`config.mk`:
```
export PLATFORM = sky130hd
export DESIGN_NAME = pcs_rx_unpack_mc_flat
export DESIGN_NICKNAME = d
export VERILOG_FILES = /design/src/rtl/pcs_rx_unpack_mc_if.sv /design/src/rtl/pcs_rx_unpack_mc.sv /design/src/flat_wrapper.sv
export SDC_FILE = /design/constraint.sdc
export NUM_CORES = 1
export LEC_CHECK = 0
export CORE_UTILIZATION = 49
export CTS_BUF_LIST = sky130_fd_sc_hd__clkbuf_16
export CTS_CLUSTER_DIAMETER = 120
export DETAILED_ROUTE_END_ITERATION = 8
export GPL_TIMING_DRIVEN = 1
export PLACE_DENSITY = 0.89
export SYNTH_ARGS = -nofsm -noshare
export SYNTH_HDL_FRONTEND = slang
export SYNTH_SLANG_ARGS = --single-unit
```
`constraint.sdc`:
```
create_clock -name i_pcs_clk -period 14.6 [get_ports i_pcs_clk]
set_input_delay 2.19 -clock i_pcs_clk [delete_from_list [all_inputs] [get_ports i_pcs_clk]]
set_output_delay 2.19 -clock i_pcs_clk [all_outputs]
set_load 0.02 [all_outputs]
```
`src/rtl/pcs_rx_unpack_mc_if.sv`:
```
// FIFO-side and sink-side signal bundle for pcs_rx_unpack_mc.
// The slave modport is the unpacker's view; master is the driver/sink view.
interface pcs_rx_unpack_mc_if #(
    parameter int unsigned P_DATA_W   = 64,
    parameter int unsigned P_AUX_CH   = 4,
    parameter int unsigned P_PARA_NUM = 9
);
    logic                    i_data_valid;
    logic                    i_pcs_head;
    logic [P_DATA_W-1:0]     i_pcs_data;
    logic                    i_empty;
    logic                    o_data_rd_en;
    logic                    o_syn;
    logic                    o_frame_err;
    logic                    o_video_vsyn;
    logic                    o_video_lock;
    logic                    o_video_de;
    logic [P_DATA_W-1:0]     o_video_data;
    logic [P_AUX_CH-1:0]     o_aux_en;
    logic [P_AUX_CH-1:0]     o_aux_valid;
    logic [P_DATA_W-1:0]     o_aux_data;
    logic [P_PARA_NUM*16-1:0] o_para_table;

    modport master (
        output i_data_valid, i_pcs_head, i_pcs_data, i_empty,
        input  o_data_rd_en, o_syn, o_frame_err, o_video_vsyn, o_video_lock, o_video_de,
               o_video_data, o_aux_en, o_aux_valid, o_aux_data, o_para_table
    );

    modport slave (
        input  i_data_valid, i_pcs_head, i_pcs_data, i_empty,
        output o_data_rd_en, o_syn, o_frame_err, o_video_vsyn, o_video_lock, o_video_de,
               o_video_data, o_aux_en, o_aux_valid, o_aux_data, o_para_table
    );
endinterface

```
`src/rtl/pcs_rx_unpack_mc.sv`:
```
// PCS RX frame unpacker: 0xFB header alignment, lock/flywheel FSM, video/aux/parameter demux.
// Define PCS_RX_CHECKSUM_EN to include the per-frame byte-sum checksum in the frame verdict.
module pcs_rx_unpack_mc #(
    parameter int unsigned P_DATA_W      = 64,
    parameter int unsigned P_FRAME_LEN   = 528,
    parameter int unsigned P_VALID_LEN   = 512,
    parameter int unsigned P_VID_START   = 8,
    parameter int unsigned P_VID_LEN     = 480,
    parameter int unsigned P_AUX_CH      = 4,
    parameter int unsigned P_PARA_NUM    = 9,
    parameter int unsigned P_LOCK_FRAMES = 3,
    parameter int unsigned P_LOSS_FRAMES = 2
) (
    input logic               i_pcs_clk,
    input logic               i_rst,
    pcs_rx_unpack_mc_if.slave bus
);
    localparam int unsigned CW = $clog2(P_FRAME_LEN + 1);
    localparam int unsigned GW = $clog2(P_LOCK_FRAMES + 1);
    localparam int unsigned BW = $clog2(P_LOSS_FRAMES + 1);
    localparam logic [CW-1:0] VALID_LEN  = CW'(P_VALID_LEN);
    localparam logic [CW-1:0] FRAME_LAST = CW'(P_FRAME_LEN - 1);
    localparam logic [CW-1:0] VID_FIRST  = CW'(P_VID_START);
    localparam logic [CW-1:0] VID_END    = CW'(P_VID_START + P_VID_LEN);

    typedef enum logic [1:0] {StHunt, StCheck, StLocked} state_e;

    state_e              state_q, state_d;
    logic [CW-1:0]       cnt_q, cnt_d, cnt_inc;
    logic [GW-1:0]       good_cnt_q, good_cnt_d;
    logic [BW-1:0]       bad_cnt_q, bad_cnt_d;
    logic                in_valid, accept, is_head, at_zero;
    logic                verdict, good, commit, to_hunt, locked, data_word, vid_hit, cks_ok;
    logic [P_AUX_CH-1:0] aux_hit;

    logic                    err_q, vsyn_q, vlock_q, video_ready_q, de_q;
    logic [P_AUX_CH-1:0]     aux_en_q, aux_valid_q;
    logic [P_DATA_W-1:0]     video_data_q, aux_data_q;
    logic [7:0]              sh_idx_q;
    logic [15:0]             sh_val_q;
    logic [P_PARA_NUM*16-1:0] para_q;

    assign in_valid  = cnt_q < VALID_LEN;
    assign accept    = bus.i_data_valid & in_valid;
    assign is_head   = bus.i_pcs_head & (bus.i_pcs_data[7:0] == 8'hFB);
    assign at_zero   = (cnt_q == '0);
    assign cnt_inc   = (cnt_q == FRAME_LAST) ? '0 : cnt_q + CW'(1);
    assign locked    = (state_q == StLocked);
    // A verdict is taken at the expected header slot, or when a header shows up out of place.
    assign verdict   = accept & (state_q != StHunt) & (at_zero | is_head);
    assign good      = verdict & at_zero & is_head & cks_ok;
    assign data_word = accept & (state_q != StHunt) & ~at_zero & ~is_head;
    assign vid_hit   = data_word & locked & video_ready_q & (cnt_q >= VID_FIRST) &
                       (cnt_q < VID_END);
    assign to_hunt   = (state_q != StHunt) & (state_d == StHunt);

    always_comb begin
        aux_hit = '0;
        for (int k = 0; k < P_AUX_CH; k++) begin
            aux_hit[k] = data_word & locked & aux_en_q[k] & (cnt_q == CW'(2 + k));
        end
    end

`ifdef PCS_RX_CHECKSUM_EN
    localparam logic [CW-1:0] CKS_IDX = CW'(P_VALID_LEN - 1);
    logic [7:0] sum_q;
    logic       cks_bad_q;
    logic       frame_start;

    function automatic logic [7:0] byte_sum(input logic [P_DATA_W-1:0] w);
        logic [7:0] s;
        s = '0;
        for (int i = 0; i < P_DATA_W / 8; i++) begin
            s = s + w[8*i+:8];
        end
        return s;
    endfunction

    assign frame_start = accept & ((state_q == StHunt) ? is_head : (at_zero | is_head));

    always_ff @(posedge i_pcs_clk or posedge i_rst) begin
        if (i_rst) begin
            sum_q     <= '0;
            cks_bad_q <= 1'b0;
        end else if (frame_start) begin
            sum_q     <= byte_sum(bus.i_pcs_data);
            cks_bad_q <= 1'b0;
        end else if (accept && cnt_q == CKS_IDX) begin
            cks_bad_q <= (bus.i_pcs_data[7:0] != sum_q);
        end else if (accept) begin
            sum_q <= sum_q + byte_sum(bus.i_pcs_data);
        end
    end

    assign cks_ok = ~cks_bad_q;
`else
    assign cks_ok = 1'b1;
`endif

    always_comb begin
        state_d    = state_q;
        cnt_d      = cnt_q;
        good_cnt_d = good_cnt_q;
        bad_cnt_d  = bad_cnt_q;
        commit     = 1'b0;
        case (state_q)
            StHunt: begin
                cnt_d = '0;
                if (accept && is_head) begin
                    state_d    = StCheck;
                    cnt_d      = CW'(1);
                    good_cnt_d = GW'(1);
                end
            end
            StCheck: begin
                if (verdict) begin
                    if (good) begin
                        cnt_d = CW'(1);
                        if (good_cnt_q >= GW'(P_LOCK_FRAMES - 1)) begin
                            state_d   = StLocked;
                            bad_cnt_d = '0;
                        end else begin
                            good_cnt_d = good_cnt_q + GW'(1);
                        end
                    end else begin
                        state_d = StHunt;
                        cnt_d   = '0;
                    end
                end else if (accept || !in_valid) begin
                    cnt_d = cnt_inc;
                end
            end
            StLocked: begin
                if (verdict) begin
                    // Flywheel and realign both restart the frame at word 1.
                    cnt_d = CW'(1);
                    if (good) begin
                        bad_cnt_d = '0;
                        commit    = 1'b1;
                    end else if (bad_cnt_q >= BW'(P_LOSS_FRAMES - 1)) begin
                        state_d = StHunt;
                        cnt_d   = '0;
                    end else begin
                        bad_cnt_d = bad_cnt_q + BW'(1);
                    end
                end else if (accept || !in_valid) begin
                    cnt_d = cnt_inc;
                end
            end
            default: state_d = StHunt;
        endcase
    end

    always_ff @(posedge i_pcs_clk or posedge i_rst) begin
        if (i_rst) begin
            state_q    <= StHunt;
            cnt_q      <= '0;
            good_cnt_q <= '0;
            bad_cnt_q  <= '0;
        end else begin
            state_q    <= state_d;
            cnt_q      <= cnt_d;
            good_cnt_q <= good_cnt_d;
            bad_cnt_q  <= bad_cnt_d;
        end
    end

    always_ff @(posedge i_pcs_clk or posedge i_rst) begin
        if (i_rst) begin
            err_q         <= 1'b0;
            vsyn_q        <= 1'b0;
            vlock_q       <= 1'b0;
            video_ready_q <= 1'b0;
            aux_en_q      <= '0;
            de_q          <= 1'b0;
            aux_valid_q   <= '0;
            video_data_q  <= '0;
            aux_data_q    <= '0;
            sh_idx_q      <= '0;
            sh_val_q      <= '0;
            para_q        <= '0;
        end else begin
            err_q <= verdict & ~good;
            if (to_hunt) begin
                vsyn_q        <= 1'b0;
                vlock_q       <= 1'b0;
                video_ready_q <= 1'b0;
                aux_en_q      <= '0;
                de_q          <= 1'b0;
                aux_valid_q   <= '0;
                para_q        <= '0;
            end else begin
                de_q        <= vid_hit;
                aux_valid_q <= aux_hit;
                if (data_word && cnt_q == CW'(1)) begin
                    video_ready_q <= bus.i_pcs_data[0];
                    vsyn_q        <= bus.i_pcs_data[1];
                    vlock_q       <= bus.i_pcs_data[2];
                    aux_en_q      <= bus.i_pcs_data[3+:P_AUX_CH];
                    sh_idx_q      <= bus.i_pcs_data[23:16];
                    sh_val_q      <= bus.i_pcs_data[39:24];
                end
                // Out-of-range indices match no entry and are dropped.
                for (int i = 0; i < P_PARA_NUM; i++) begin
                    if (commit && sh_idx_q == 8'(i)) begin
                        para_q[16*i+:16] <= sh_val_q;
                    end
                end
            end
            if (vid_hit) begin
                video_data_q <= bus.i_pcs_data;
            end
            if (|aux_hit) begin
                aux_data_q <= bus.i_pcs_data;
            end
        end
    end

    assign bus.o_data_rd_en = in_valid & ~bus.i_empty;
    assign bus.o_syn        = locked;
    assign bus.o_frame_err  = err_q;
    assign bus.o_video_vsyn = vsyn_q;
    assign bus.o_video_lock = vlock_q;
    assign bus.o_video_de   = de_q;
    assign bus.o_video_data = video_data_q;
    assign bus.o_aux_en     = aux_en_q;
    assign bus.o_aux_valid  = aux_valid_q;
    assign bus.o_aux_data   = aux_data_q;
    assign bus.o_para_table = para_q;
endmodule
```
`src/flat_wrapper.sv`:
```
// flat-port wrapper written by rule: the top's interface ports become plain ports
module pcs_rx_unpack_mc_flat 
#(
    parameter int unsigned P_DATA_W      = 64,
    parameter int unsigned P_FRAME_LEN   = 528,
    parameter int unsigned P_VALID_LEN   = 512,
    parameter int unsigned P_VID_START   = 8,
    parameter int unsigned P_VID_LEN     = 480,
    parameter int unsigned P_AUX_CH      = 4,
    parameter int unsigned P_PARA_NUM    = 9,
    parameter int unsigned P_LOCK_FRAMES = 3,
    parameter int unsigned P_LOSS_FRAMES = 2
)
  (i_pcs_clk, i_rst, bus_i_data_valid, bus_i_pcs_head, bus_i_pcs_data, bus_i_empty, bus_o_data_rd_en, bus_o_syn, bus_o_frame_err, bus_o_video_vsyn, bus_o_video_lock, bus_o_video_de, bus_o_video_data, bus_o_aux_en, bus_o_aux_valid, bus_o_aux_data, bus_o_para_table);
  pcs_rx_unpack_mc_if #(.P_DATA_W(P_DATA_W), .P_AUX_CH(P_AUX_CH), .P_PARA_NUM(P_PARA_NUM)) bus_i ();
  input logic i_pcs_clk;
  input logic i_rst;
  input wire logic [$bits(bus_i.i_data_valid)-1:0] bus_i_data_valid;
  input wire logic [$bits(bus_i.i_pcs_head)-1:0] bus_i_pcs_head;
  input wire logic [$bits(bus_i.i_pcs_data)-1:0] bus_i_pcs_data;
  input wire logic [$bits(bus_i.i_empty)-1:0] bus_i_empty;
  output wire logic [$bits(bus_i.o_data_rd_en)-1:0] bus_o_data_rd_en;
  output wire logic [$bits(bus_i.o_syn)-1:0] bus_o_syn;
  output wire logic [$bits(bus_i.o_frame_err)-1:0] bus_o_frame_err;
  output wire logic [$bits(bus_i.o_video_vsyn)-1:0] bus_o_video_vsyn;
  output wire logic [$bits(bus_i.o_video_lock)-1:0] bus_o_video_lock;
  output wire logic [$bits(bus_i.o_video_de)-1:0] bus_o_video_de;
  output wire logic [$bits(bus_i.o_video_data)-1:0] bus_o_video_data;
  output wire logic [$bits(bus_i.o_aux_en)-1:0] bus_o_aux_en;
  output wire logic [$bits(bus_i.o_aux_valid)-1:0] bus_o_aux_valid;
  output wire logic [$bits(bus_i.o_aux_data)-1:0] bus_o_aux_data;
  output wire logic [$bits(bus_i.o_para_table)-1:0] bus_o_para_table;
  assign bus_i.i_data_valid = bus_i_data_valid;
  assign bus_i.i_pcs_head = bus_i_pcs_head;
  assign bus_i.i_pcs_data = bus_i_pcs_data;
  assign bus_i.i_empty = bus_i_empty;
  assign bus_o_data_rd_en = bus_i.o_data_rd_en;
  assign bus_o_syn = bus_i.o_syn;
  assign bus_o_frame_err = bus_i.o_frame_err;
  assign bus_o_video_vsyn = bus_i.o_video_vsyn;
  assign bus_o_video_lock = bus_i.o_video_lock;
  assign bus_o_video_de = bus_i.o_video_de;
  assign bus_o_video_data = bus_i.o_video_data;
  assign bus_o_aux_en = bus_i.o_aux_en;
  assign bus_o_aux_valid = bus_i.o_aux_valid;
  assign bus_o_aux_data = bus_i.o_aux_data;
  assign bus_o_para_table = bus_i.o_para_table;
  pcs_rx_unpack_mc #(.P_DATA_W(P_DATA_W), .P_FRAME_LEN(P_FRAME_LEN), .P_VALID_LEN(P_VALID_LEN), .P_VID_START(P_VID_START), .P_VID_LEN(P_VID_LEN), .P_AUX_CH(P_AUX_CH), .P_PARA_NUM(P_PARA_NUM), .P_LOCK_FRAMES(P_LOCK_FRAMES), .P_LOSS_FRAMES(P_LOSS_FRAMES)) u_core (.i_pcs_clk(i_pcs_clk), .i_rst(i_rst), .bus(bus_i));
endmodule
```
==> metrics.txt, run 1 <==
All-Layer GR Usage 27.0%; Final period util between 30% and 40%; share of cells above drive strength 1 between 10 and 15%; RSZ-0062 raised after global routing false; worst clock skew 0.00825 ns; setup bufs post-CTS 0; setup TNS 0 ns; CTS clk-pin slew, worst paths about 0.06 ns; Critical Path RT 12.41 ns; pwr dens ~100 nW/µm²; drt total wl a little under 40 mm; synth warn 0; Seq cells post-synth 325; fmax 183 MHz; Core Region 27200 µm²; GR Overflow Total 0; max-slew violations 0; Initial Util around 50%; CTS tree built; WHS Path Cells 1; DR iter-0 viols about 1000; # setup viols final 0; syn_area_per_cell between 10 and 15 µm²; Max clock buf depth 3; slew margin rel. 24.3%; I/O Buffers 354; worst reg2reg path depth 5; worst min path class register to register; Placed Instance Area 17200 µm²; DIE AREA around 29000 µm²; I/O Pins 355; antenna violations before repair 0; Worst Setup Path Type input port to output port; worst slew pin tran between 1 and 1.5 ns; Final nets 1590; crit-path max FO 1; Die Wd around 170 µm; GP Congestion 0.830; CTS Buf Count 35; leakage 8.20 nW; max cap viols 0; row count 60; number of global-route vias before repair 10500; Tmin final roughly 5.5 ns; post_cts resized 0; Post-synth EDFFs 0; Synth Flop Type dfrtp_1; Crit Reg-Reg Endpoint u_core.bus.o_para_table[42]$_DFFE_PP0P_; post-DR vias/cell 5.53; leading area contributor after synthesis dfrtp_1; diodes inserted 0; worst-skew pair later-pin latency 0.50 ns; sequential share of the synthesized area 59.5%; Initial DRT Pass Iterations 5; DIE HEIGHT 169 µm; Post-synth ARST share 100%; Fillers 1975; Syn Std Cell Area 13700 µm²; R2R Setup Slk 11.40 ns; crit path DAT 3.27 ns; largest net degree at the start of global routing around 180; WL per Instance 20.4 µm; Yosys cell types 54; outcome finished clean; Via Count 10500; clk sink count 325; syn nets approximately 1300; Design Area, Final 18400 µm²; Remaining DRCs 0; VDD IR max 0.0754 mV; Hold Path Origin u_core.bus.o_video_data[22]$_DFFE_PP0P_; Synth area leaders dfrtp_1 (60%), mux2_2 (11%), nand2_1 (8.6%); CP endpoint kind output port; global-route wire length before repair between 50 and 60 mm; P&R area growth vs syn 34.4%; final hold vios 0; Root Buffer clkbuf_16; Antenna Nets Post-Route 0; Cells after Synth 1201; Hold Path End u_core.bus.o_video_data[22]$_DFFE_PP0P_; hold_buf cts 0; H-tree levels 2; final HPWL from detailed placement 26.1 mm; Worst setup SP type input port; r2r startpoint u_core.cnt_q[5]$_DFFE_PP0P_; Synth top area share 59.5%
-- cell type report --
cell class	instances	area [µm²]	share of cell area [%]
flip-flops and latches	325	8130	44.3
multi-input cells	777	5000	27.2
repair buffers	360	3600	19.6
clock buffers	37	926	5.04
well taps	372	465	2.53
clock inverters	20	196	1.07
inverters	11	48.8	0.266
-- through the flow --
stage	std cells	setup WS (ns)	total power, mW	util, %	hold WS [ns]
2_1_floorplan	1201	3.41	1.01	-	0.482
3_3_place_gp	1845	9.09	1.03	63.5	0.489
3_5_place_dp	1845	9.12	1.04	63.5	0.495
4_1_cts	1902	9.13	1.91	67.6	0.508
5_1_grt	1902	9.09	1.96	67.6	0.525
6_report	1902	9.14	1.90	67.6	0.506
-- critical path, stage by stage --
cell	delay, ns
clkdlybuf4s50_1	0.39
nor2_1	0.09
clkdlybuf4s50_1	0.61
-- flip-flops by register name (all words and copies together), names as in the netlist, 2 cells and up --
register,count
u_core.bus.o_para_table,144
u_core.bus.o_aux_valid,4
u_core.sh_val_q,16
u_core.state_q,2
u_core.bus.o_aux_data,64
u_core.cnt_q,10
u_core.good_cnt_q,2
u_core.bus.o_aux_en,4
u_core.bus.o_video_data,64
u_core.sh_idx_q,8
u_core.bad_cnt_q,2
-- where the power goes --
| part | internal [mW] | leakage, nW | switching (mW) |
|---|---|---|---|
| registers | 0.904 | 4.54 | 0.00256 |
| logic | 0.0318 | 3.09 | 0.0815 |
| clock network | 0.526 | 0.569 | 0.350 |
-- synthesized netlist by cell type, types with 2 or more instances --
cell and instances:
buf_2 30, clkbuf_1 28, nor2_1 23, nand2_1 312, xnor2_1 2, or4_1 5, clkbuf_2 4, o21ai_0 12
nor3_1 8, nand3_1 10, and3_1 2, buf_1 6, a21oi_1 148, and2_1 2, buf_6 15, inv_1 11
buf_4 3, nand3b_1 2, nor4_1 9, mux2_2 134, ha_1 11, nor4_4 6, and4_1 7, buf_12 2
a31oi_1 8, mux2i_1 11, o211ai_1 4, dfrtp_1 325, nand2b_1 5, nor2b_1 5, nand4_1 9, mux2_4 20
-- cells in the final DEF (no fill, tap or decap), types with 9 or more instances in the layout --
cell type,count
clkdlybuf4s50_1,354
dfrtp_1,325
nand2_1,312
a21oi_1,148
mux2_2,134
clkbuf_16,37
nor2_1,22
mux2_4,20
inv_1,14
o21ai_0,12
mux2i_1,11
ha_1,11
nand3_1,10
nand4_1,9
-- metal layers --
layer	track usage (%)	wire [µm]	part of all wire, %
met3	6.94	3470	8.9
met1	34.6	15400	40
met5	0	0	0
met2	44.5	18500	48
met4	9.67	1410	3.6
-- cells by family (layout without fill, tap and decap cells) --
group / Yosys count / after routing / synth area share, %
compound gates: 185 / 185 / 7.39
fa+ha+maj: 11 / 11 / 1.01
flops: 325 / 325 / 59.5
mux: 165 / 165 / 14.0
buf+inv: 99 / 428 / 4.18
xor+xnor: 3 / 3 / 0.192
simple gates: 413 / 413 / 13.7
-- how the worst max path moves through the flow --
stage	start	endpoint	slack [ns]	cells after the start
finish	bus_i_empty	bus_o_data_rd_en	9.14	3
global route	bus_i_empty	bus_o_data_rd_en	9.09	3
CTS	bus_i_empty	bus_o_data_rd_en	9.13	3
detailed placement	bus_i_pcs_data[6]	u_core.bus.o_aux_data[41]$_DFFE_PP0P_	9.12	7
global placement	bus_i_empty	bus_o_data_rd_en	9.09	3
floorplan	i_rst	u_core.bad_cnt_q[0]$_DFFE_PP0P_	3.41	1
Power figures use the tool's default switching activity.
==> run 2: changes to the inputs <==
CORE_UTILIZATION = 44   (was 49)
PLACE_DENSITY = 0.85   (was 0.89)
clock period = 4.8 ns   (was 14.6 ns; I/O delays follow)
==> run 2 against run 1 <==
Effect of this change:
- power increased to 2.9 times the previous value
- sequential cell count unchanged
- die area up 11%
- clock power grew to 2.8 times the previous value
- clock-buffer cell count down 3
- first-iteration DRC count shrank 10%
- largest cell class unchanged
==> metrics.txt, run 2 (same netlist as run 1, synthesis figures left out) <==
antenna violations before repair 0; crit-path max FO 103; WHS Path Cells 1; worst reg2reg path depth 5; Remaining DRCs 0; fmax 311 MHz; sequential power share between 40% and 50%; leakage just over 8 nW; Via Count 10400; pwr dens 302 nW/µm²; post-route insts no fill 1939; slowest CP cell o2bb2ai_4; share of cells above drive strength 1 between 10% and 20%; area of the multi-input gates between 4000 and 5000 µm²; worst-skew pair later-pin latency 0.52 ns; placed cell count 1877; critical path depth in cells 8; internal power 4.21 mW; Reg area 8130 µm²; worst clock skew 0.0241 ns; largest net degree at the start of global routing roughly 100; Hold Path End u_core.bus.o_aux_data[0]$_DFFE_PP0P_; dpl ws about 1.1 ns; Root Buffer clkbuf_16; Initial Util 44.7%; final HPWL from detailed placement 26.3 mm; Placed Instance Area 17400 µm²; CTS tree built; All-Layer GR Usage 23.8%; post-DR vias/cell 5.39; Final period util roughly two thirds; DIE HEIGHT roughly 180 µm; I/O Pins about 360; P&R area growth vs syn 34.7%; commonest non-fill, non-tap cells in the layout clkdlybuf4s50_1 (354), dfrtp_1 (325), nand2_1 (312); GP Congestion 0.854; clk sink count roughly 330; setup bufs post-CTS 0; post_cts resized 0; Fillers 2426; Finished Core Util 60.2%; Psw 1.34 mW; Tmin final 3.22 ns; WL per Instance 19.6 µm; Design Area, Final around 18000 µm²; Final nets 1597; I/O Buffers 354; # setup viols final 0; Core Region around 31000 µm²; CP max stage delay 0.57 ns; CTS Buf Count 34; Comb pwr share about 6.5%; number of global-route vias before repair 10400; Buf/Inv on CP 3; outcome finished clean; max reg flops 144; Hold Path Origin u_core.bus.o_aux_data[0]$_DFFE_PP0P_; R2R Setup Slk 1.58 ns; Initial DRT Pass Iterations 5; largest delay contributor family on the critical path buffers and inverters; worst slew pin tran 1.10 ns; RSZ-0062 raised after global routing false; CTS clk-pin slew, worst paths 0.07 ns; VDD IR max 0.264 mV; Antenna Nets Post-Route 0; diodes inserted 0; H-tree levels 2; Max clock buf depth 3; r2r startpoint u_core.cnt_q[5]$_DFFE_PP0P_; Crit Reg-Reg Endpoint u_core.bus.o_para_table[127]$_DFFE_PP0P_; CP endpoint kind register; Worst Setup Path Type input port to register; max-slew violations 0; Die Wd ~180 µm; overall power 5.56 mW; crit path DAT 3.59 ns; worst min path class register to register; Critical Path RT approximately 5.2 ns; GR Overflow Total 0; most common cell after layout, fill and taps aside clkdlybuf4s50_1; hold_buf cts 0; final hold vios 0; Sw Share 24.2%; clock network power share 43.9%; drt total wl 38.0 mm; Worst setup SP type input port; Setup WS post-layout 1.58 ns; row count 64; max cap viols 0; DIE AREA 31800 µm²; slew margin rel. 25.7%; global-route wire length before repair 58.4 mm; DR iter-0 viols 937; crit path cell chain clkdlybuf4s50_1, nand4_1, or4_1, buf_4, xnor2_1, o2bb2ai_4, buf_12, a21oi_1
[run 2: changes by cell type in the layout (fill, tap and decap cells not counted)]
cell	delta
buf_12	+4
buf_4	+4
bufinv_16	-3
clkbuf_16	-3
clkinv_1	+2
clkinv_2	+1
clkinv_4	-1
clkinv_8	+1
clkinvlp_4	+3
inv_1	+4
inv_6	+2
inv_8	-1
o21ba_2	+1
o21ba_4	-1
[run 2: worst max path at each step]
| stage | start | endpoint | slack (ns) |
|---|---|---|---|
| after floorplan | i_rst | u_core.bad_cnt_q[0]$_DFFE_PP0P_ | -0.26 |
| after global placement | bus_i_pcs_data[5] | u_core.bus.o_para_table[6]$_DFFE_PP0P_ | 1.18 |
| after detailed placement | bus_i_pcs_data[5] | u_core.bus.o_para_table[28]$_DFFE_PP0P_ | 1.10 |
| after CTS | bus_i_pcs_data[5] | u_core.bus.o_para_table[8]$_DFFE_PP0P_ | 1.64 |
| after global routing | u_core.cnt_q[5]$_DFFE_PP0P_ | u_core.bus.o_para_table[123]$_DFFE_PP0P_ | 1.32 |
| final | bus_i_pcs_data[5] | u_core.bus.o_para_table[8]$_DFFE_PP0P_ | 1.58 |
[run 2: cell type report]
type	count	share of cell area (%)
clock buffers	34	4.62
clock inverters	28	0.945
inverters	11	0.245
multi-input cells	777	27.1
flip-flops and latches	325	44.2
well taps	396	2.69
repair buffers	368	20.2
[run 2: per-layer routing]
metal  GRT usage, %  wire, µm  vias to the layer above
met5              0         0                        -
met4           7.94      1190                        0
met3           6.65      3560                       87
met2           38.3     18000                      522
met1           30.8     15300                     5139
li1               -         -                     4701
[run 2: per-stage QoR]
step	hold slack, ns	setup TNS [ns]
finish	0.504	0
global route	0.514	0
CTS	0.507	0
detailed placement	0.494	0
floorplan	0.482	-83.44
global placement	0.488	0
[run 2: power by group through the flow]
stage / sequential [mW] / combinational [mW] / clock, mW
after floorplan: 2.81 / 0.250 / 0
after global placement: 2.81 / 0.349 / 0
after detailed placement: 2.81 / 0.360 / 0
after CTS: 2.76 / 0.360 / 2.49
after global routing: 2.76 / 0.399 / 2.61
final: 2.76 / 0.361 / 2.44
